File: config.mk
export PLATFORM = sky130hd
export DESIGN_NAME = ascii_ps2_tx
export DESIGN_NICKNAME = d
export VERILOG_FILES = /design/src/rtl/ps2_pkg.sv /design/src/rtl/ascii_keycode.sv /design/src/rtl/ascii_ps2_tx.sv
export SDC_FILE = /design/constraint.sdc
export NUM_CORES = 1
export LEC_CHECK = 0
export BUFFER_PORTS_ARGS = -buffer_cell sky130_fd_sc_hd__buf_2
export CAP_MARGIN = 25
export CORE_UTILIZATION = 29
export CTS_BUF_LIST = sky130_fd_sc_hd__clkbuf_8
export DETAILED_ROUTE_END_ITERATION = 8
export PLACE_DENSITY = 0.45
export SKIP_CTS_REPAIR_TIMING = 1
export SYNTH_ARGS = -nofsm -noshare
export SYNTH_HDL_FRONTEND = slang
export SYNTH_SLANG_ARGS = --single-unit
File: constraint.sdc
create_clock -name clock -period 4.62 [get_ports clock]
set_clock_uncertainty 0.1 [all_clocks]
set_input_delay 0.693 -clock clock [delete_from_list [all_inputs] [get_ports clock]]
set_output_delay 0.693 -clock clock [all_outputs]
set_load 0.03 [all_outputs]
File: src/rtl/ps2_pkg.sv
// Shared types and constants for the PS/2 keyboard-side transmitter.
package ps2_pkg;

  typedef enum logic [1:0] {
    IDLE   = 2'd0,
    BIT_HI = 2'd1,
    BIT_LO = 2'd2,
    GAP    = 2'd3
  } state_t;

  localparam logic [7:0] PS2_BREAK      = 8'hF0;
  localparam int         PS2_FRAME_BITS = 11;

  // Wire order of one frame, bit 0 first: start, data LSB-first, odd parity, stop.
  function automatic logic [10:0] ps2_frame(input logic [7:0] b);
    return {1'b1, ~^b, b, 1'b0};
  endfunction

endpackage

File: src/rtl/ascii_keycode.sv
// ASCII to PS/2 Set-2 make-code lookup; uppercase folds onto lowercase.
module ascii_keycode (
  input  logic [7:0] ascii,
  output logic [7:0] code,
  output logic       hit
);
  logic [7:0] lc;

  always_comb begin
    lc   = (ascii >= 8'h41 && ascii <= 8'h5A) ? (ascii | 8'h20) : ascii;
    code = 8'h00;
    hit  = 1'b1;
    case (lc)
      8'h31: code = 8'h16;  8'h32: code = 8'h1E;  8'h33: code = 8'h26;
      8'h34: code = 8'h25;  8'h35: code = 8'h2E;  8'h36: code = 8'h36;
      8'h37: code = 8'h3D;  8'h38: code = 8'h3E;  8'h39: code = 8'h46;
      8'h30: code = 8'h45;
      8'h61: code = 8'h1C;  8'h62: code = 8'h32;  8'h63: code = 8'h21;
      8'h64: code = 8'h23;  8'h65: code = 8'h24;  8'h66: code = 8'h2B;
      8'h67: code = 8'h34;  8'h68: code = 8'h33;  8'h69: code = 8'h43;
      8'h6A: code = 8'h3B;  8'h6B: code = 8'h42;  8'h6C: code = 8'h4B;
      8'h6D: code = 8'h3A;  8'h6E: code = 8'h31;  8'h6F: code = 8'h44;
      8'h70: code = 8'h4D;  8'h71: code = 8'h15;  8'h72: code = 8'h2D;
      8'h73: code = 8'h1B;  8'h74: code = 8'h2C;  8'h75: code = 8'h3C;
      8'h76: code = 8'h2A;  8'h77: code = 8'h1D;  8'h78: code = 8'h22;
      8'h79: code = 8'h35;  8'h7A: code = 8'h1A;
      8'h5B: code = 8'h54;  8'h5D: code = 8'h5B;  8'h3B: code = 8'h4C;
      8'h27: code = 8'h52;  8'h2C: code = 8'h41;  8'h2E: code = 8'h49;
      8'h2F: code = 8'h4A;  8'h5C: code = 8'h5D;  8'h2D: code = 8'h4E;
      8'h3D: code = 8'h55;  8'h60: code = 8'h0E;
      8'h20: code = 8'h29;  8'h0D: code = 8'h5A;  8'h09: code = 8'h0D;
      default: hit = 1'b0;
    endcase
  end

endmodule

File: src/rtl/ascii_ps2_tx.sv
// PS/2 device-side transmitter: one ASCII key in, make + break (F0, code) frames out.
module ascii_ps2_tx
  import ps2_pkg::*;
#(
  parameter int CLK_DIV = 8,
  parameter int GAP_CYC = 16
) (
  input  logic       clock,
  input  logic       reset,
  input  logic       in_valid,
  output logic       in_ready,
  input  logic [7:0] in_ascii,
  output logic       unmapped,
  output logic       busy,
  output logic       ps2_clk,
  output logic       ps2_data
);
  localparam int              DIV_MAX  = (CLK_DIV > GAP_CYC) ? CLK_DIV : GAP_CYC;
  localparam int              DW       = $clog2(DIV_MAX);
  localparam logic [DW-1:0]   HALF_END = DW'(CLK_DIV - 1);
  localparam logic [DW-1:0]   GAP_END  = DW'(GAP_CYC - 1);
  localparam logic [3:0]      LAST_BIT = 4'(PS2_FRAME_BITS - 1);

  state_t        state, state_n;
  logic [DW-1:0] div_cnt;
  logic [3:0]    bit_cnt;
  logic [1:0]    byte_cnt;
  logic [7:0]    code_q, map_code, frame_byte;
  logic [10:0]   frame;
  logic [9:0]    shreg;
  logic          map_hit, accept, load, shift;

  ascii_keycode u_map (
    .ascii (in_ascii),
    .code  (map_code),
    .hit   (map_hit)
  );

  assign in_ready = (state == IDLE);
  assign busy     = ~in_ready;
  assign ps2_clk  = (state != BIT_LO);
  assign accept   = in_valid && in_ready;

  // Byte 0 comes straight from the mapper; bytes 1 and 2 are F0 then the latched code.
  assign frame_byte = (state == IDLE)     ? map_code  :
                      (byte_cnt == 2'd0)  ? PS2_BREAK : code_q;
  assign frame      = ps2_frame(frame_byte);

  always_comb begin
    state_n = state;
    load    = 1'b0;
    shift   = 1'b0;
    case (state)
      IDLE:   if (accept && map_hit) begin
                state_n = BIT_HI;
                load    = 1'b1;
              end
      BIT_HI: if (div_cnt == HALF_END) state_n = BIT_LO;
      BIT_LO: if (div_cnt == HALF_END) begin
                if (bit_cnt == LAST_BIT) state_n = GAP;
                else begin
                  state_n = BIT_HI;
                  shift   = 1'b1;
                end
              end
      GAP:    if (div_cnt == GAP_END) begin
                if (byte_cnt == 2'd2) state_n = IDLE;
                else begin
                  state_n = BIT_HI;
                  load    = 1'b1;
                end
              end
      default: state_n = IDLE;
    endcase
  end

  always_ff @(posedge clock or posedge reset) begin
    if (reset) begin
      state    <= IDLE;
      div_cnt  <= '0;
      bit_cnt  <= '0;
      byte_cnt <= '0;
      code_q   <= '0;
      shreg    <= '1;
      ps2_data <= 1'b1;
      unmapped <= 1'b0;
    end else begin
      state    <= state_n;
      unmapped <= accept && !map_hit;
      div_cnt  <= (state_n != state || state == IDLE) ? '0 : div_cnt + 1'b1;
      if (accept) code_q <= map_code;
      // ps2_data only moves on entry to BIT_HI, so it is flat through the low phase.
      if (load) begin
        ps2_data <= frame[0];
        shreg    <= frame[10:1];
        bit_cnt  <= '0;
        byte_cnt <= (state == IDLE) ? 2'd0 : byte_cnt + 2'd1;
      end else if (shift) begin
        ps2_data <= shreg[0];
        shreg    <= {1'b1, shreg[9:1]};
        bit_cnt  <= bit_cnt + 4'd1;
      end
    end
  end

endmodule

==> impl_metrics.env <==
export IMPL_vias=2953
export IMPL_mostFrequentLayoutCells="33 x nand2_1, 28 x nor2_1, 28 x o21ai_0"
export IMPL_layout_commonest_cell="nand2_1"
export IMPL_internal_power_mw=0.419
export IMPL_gp_congestion=0.918
export IMPL_tightest_slew_ns=0.754
export IMPL_die_area_sq_um=11000
export IMPL_outcome="finished clean"
export IMPL_drive_gt1_share_pct=14.5
export IMPL_cts_root_buffer="clkbuf_8"
export IMPL_synth_xor_area_share_pct=5.32
export IMPL_synthArstFlopShare_pct=100
export IMPL_synthesis_nets=405
export IMPL_finalCriticalPeriod_ns=3.53
export IMPL_cts_max_level=2
export IMPL_io_buffers=15
export IMPL_cp_data_required_time_ns=4.72
export IMPL_slew_viol_final=0
export IMPL_ios=16
export IMPL_p_seq_share_pct=44.0
export IMPL_grt_pass1_vias=2850
export IMPL_numCtsBuffers=5
export IMPL_setup_viol=0
export IMPL_grt_pass1_wl_mm=14.7
export IMPL_fmax_mhz=283
export IMPL_grt_total_usage_pct=16.2
export IMPL_r2r_end="shreg[8]$_DFFE_PP1P_"
export IMPL_yosysWarnings=0
export IMPL_pwr_density_cell_nw_per_um2=185
export IMPL_num_rows=37
export IMPL_regToRegSetupSlack_ns=1.74
export IMPL_cts_reportedPaths_clkPinSlew_ns=0.06
export IMPL_fillCellCount=1140
export IMPL_yosysSeqAreaShare_pct=25.0
export IMPL_crit_path_start_kind="primary input"
export IMPL_drv_cap=0
export IMPL_route_detailed_drc=0
export IMPL_ys_types=77
export IMPL_die_x_microns=105
export IMPL_synthesis_area_sq_um=3060
export IMPL_post_drt_wl_per_cell_microns=16.5
export IMPL_synth_top_family_by_area="simple AND/OR/NAND/NOR gates"
export IMPL_start_util_pct=29.8
export IMPL_crit_end="shreg[6]$_DFFE_PP1P_"
export IMPL_n_antenna_cell=0
export IMPL_end_kind="register"
export IMPL_finalPower_mw=0.599
export IMPL_ys_flop_type="dfrtp_1"
export IMPL_crit_type="primary input to register"
export IMPL_syn_area_per_cell_sq_um=7.94
export IMPL_p_clk_share_pct=35.2
export IMPL_core_sq_um=10300
export IMPL_peakVddDrop_mv=0.0781
export IMPL_fin_setup_tns_ns=0
export IMPL_dp_hpwl_mm=5.96
export IMPL_overflow=0
export IMPL_critPathLaunch="in_ascii[0]"
export IMPL_finalHoldViolations=0
export IMPL_area_growth_synth_to_final_pct=5.81
export IMPL_synth_edf_count=0
export IMPL_whs_ns=0.362
export IMPL_cts_tree="built"
export IMPL_swShare_pct=30.0
export IMPL_vias_per_cell=5.72
export IMPL_num_nets_final=399
export IMPL_r2r_cells=7
export IMPL_clock_sinks=30
export IMPL_dr_pass1_iters=5
export IMPL_grt_antenna_before_repair=0
export IMPL_synth_seq_cells=30
export IMPL_first_iter_violations=264
export IMPL_wl_mm=8.53
export IMPL_clk_latency_ns=0.28
export IMPL_grt_max_degree=44
export IMPL_min_path_type="register to register"
export IMPL_chipHeight_microns=105
export IMPL_synthMuxAreaShare_pct=3.31
export IMPL_ant_nets=0
export IMPL_max_slew_margin_pct=49.7
export IMPL_synth_cells=385
export IMPL_synth_compound_area_share_pct=22.4
export IMPL_p_comb_share_pct=20.8
export IMPL_fin_crit_sh_pct=76.5
export IMPL_path_max_fanout=43
export IMPL_synth_adder_area_share_pct=4.01
export IMPL_crit_arrival_ns=3.63
export IMPL_yosys_area_share_simple_pct=31.8
export IMPL_p_leak_nw=1.27
export IMPL_r2r_start="state[1]$_DFF_PP0_"
export IMPL_switchingPower_mw=0.179
export IMPL_rsz0062_at_grt="false"
export IMPL_cts_max_path_buffers=2
==> kinds of logic (layout without fill, tap and decap cells) <==
logic type | Yosys count | count (layout)
simple gates | 170 | 170
compound gates | 100 | 100
buf+inv | 48 | 43
flops | 30 | 30
xor+xnor | 17 | 17
fa+ha+maj | 10 | 10
mux | 10 | 10
==> registers in the layout (all words and copies together) (netlist names) <==
register and count:
code_q 7, byte_cnt 2, unmapped 1, shreg 9, bit_cnt 4, div_cnt 4
ps2_data 1, state 2
==> how the worst min path moves through the flow <==
stage                     cells past startpoint            startpoint                    to
after floorplan                               1  div_cnt[0]$_DFF_PP0_  div_cnt[0]$_DFF_PP0_
after global placement                        1  div_cnt[0]$_DFF_PP0_  div_cnt[0]$_DFF_PP0_
after detailed placement                      1  div_cnt[0]$_DFF_PP0_  div_cnt[0]$_DFF_PP0_
after CTS                                     2  shreg[0]$_DFFE_PP1P_  ps2_data$_DFFE_PP1P_
after global routing                          2  shreg[0]$_DFFE_PP1P_  ps2_data$_DFFE_PP1P_
final                                         2  shreg[0]$_DFFE_PP1P_  ps2_data$_DFFE_PP1P_
==> through the flow <==
| step | cells | util, % | worst slack [ns] | instance area [sq um] |
|---|---|---|---|---|
| after floorplan | 385 | - | 1.71 | 3060 |
| after global placement | 508 | 30.6 | 0.710 | 3150 |
| after detailed placement | 508 | 30.6 | 0.874 | 3150 |
| after CTS | 516 | 31.5 | 1.15 | 3240 |
| after global routing | 516 | 31.5 | 0.922 | 3240 |
| final | 516 | 31.5 | 1.09 | 3240 |
==> final cells by class <==
cell class                      count  area [sq um]  share of cell area [%]
Multi-Input combinational cell    307          2040                    63.1
Sequential cell                    30           763                    23.6
Tap cell                          136           170                    5.26
Timing Repair Buffer               20           113                    3.48
Clock buffer                        6          82.6                    2.55
Inverter                           15          56.3                    1.74
Clock inverter                      2          7.51                   0.232
==> critical path, stage by stage <==
cell and delay (ns):
buf_2 0.34, or3b_2 0.59, a2111oi_1 0.61, a311oi_1 0.14
nand2_1 0.17, or4_1 0.19, nand3_2 0.14, a21oi_2 0.17
buf_4 0.26, o311ai_0 0.19, o21ai_0 0.13
==> metal layers <==
layer  up-vias  track usage (%)  wire (microns)
li1       1410                -               -
met4         0             6.74             234
met2       122             25.9            3890
met5         -                0               0
met1      1396             21.9            3940
met3        25             2.00             458
==> power groups by stage <==
stage          combinational [mW]  sequential [mW]  clock (mW)
2_1_floorplan              0.0961            0.268           0
3_3_place_gp                0.124            0.268           0
3_5_place_dp                0.121            0.268           0
4_1_cts                     0.122            0.263       0.224
5_1_grt                     0.136            0.263       0.231
6_report                    0.124            0.263       0.211
==> Yosys cell counts (2+ instances only) <==
cell | count | area share [%]
a31oi_1 | 6 | 1.2
nand4_1 | 3 | 0.61
o2bb2ai_1 | 3 | 0.86
a32oi_1 | 3 | 0.86
ha_1 | 9 | 3.7
clkbuf_1 | 6 | 0.74
nand3_1 | 16 | 2.6
buf_4 | 5 | 1.2
nand4b_1 | 4 | 1.1
nor3_1 | 19 | 3.1
o22ai_1 | 7 | 1.4
nor3b_2 | 2 | 0.82
nor2_1 | 28 | 3.4
o2111ai_1 | 2 | 0.57
xor2_1 | 8 | 2.3
or4_1 | 2 | 0.49
nor3b_1 | 4 | 0.98
nand4bb_1 | 3 | 1.1
dfstp_2 | 10 | 8.6
nand2_1 | 33 | 4.1
buf_6 | 4 | 1.5
nand2b_1 | 13 | 2.7
o311ai_0 | 5 | 1.4
nor2b_1 | 5 | 1.0
xnor2_1 | 8 | 2.3
o21ai_0 | 28 | 4.6
a211oi_1 | 6 | 1.5
nor4_1 | 7 | 1.4
or2_2 | 4 | 0.82
buf_2 | 17 | 2.8
nor4b_1 | 3 | 0.86
and2_1 | 4 | 0.82
a22oi_1 | 4 | 0.98
mux2i_1 | 9 | 2.9
nand3b_1 | 2 | 0.49
inv_1 | 14 | 1.7
or3b_2 | 2 | 0.57
nor3_2 | 2 | 0.65
o31ai_1 | 2 | 0.49
a21oi_1 | 14 | 2.3
or3_1 | 3 | 0.61
dfrtp_1 | 20 | 16
o32ai_1 | 2 | 0.57
Power figures use the tool's default switching activity.
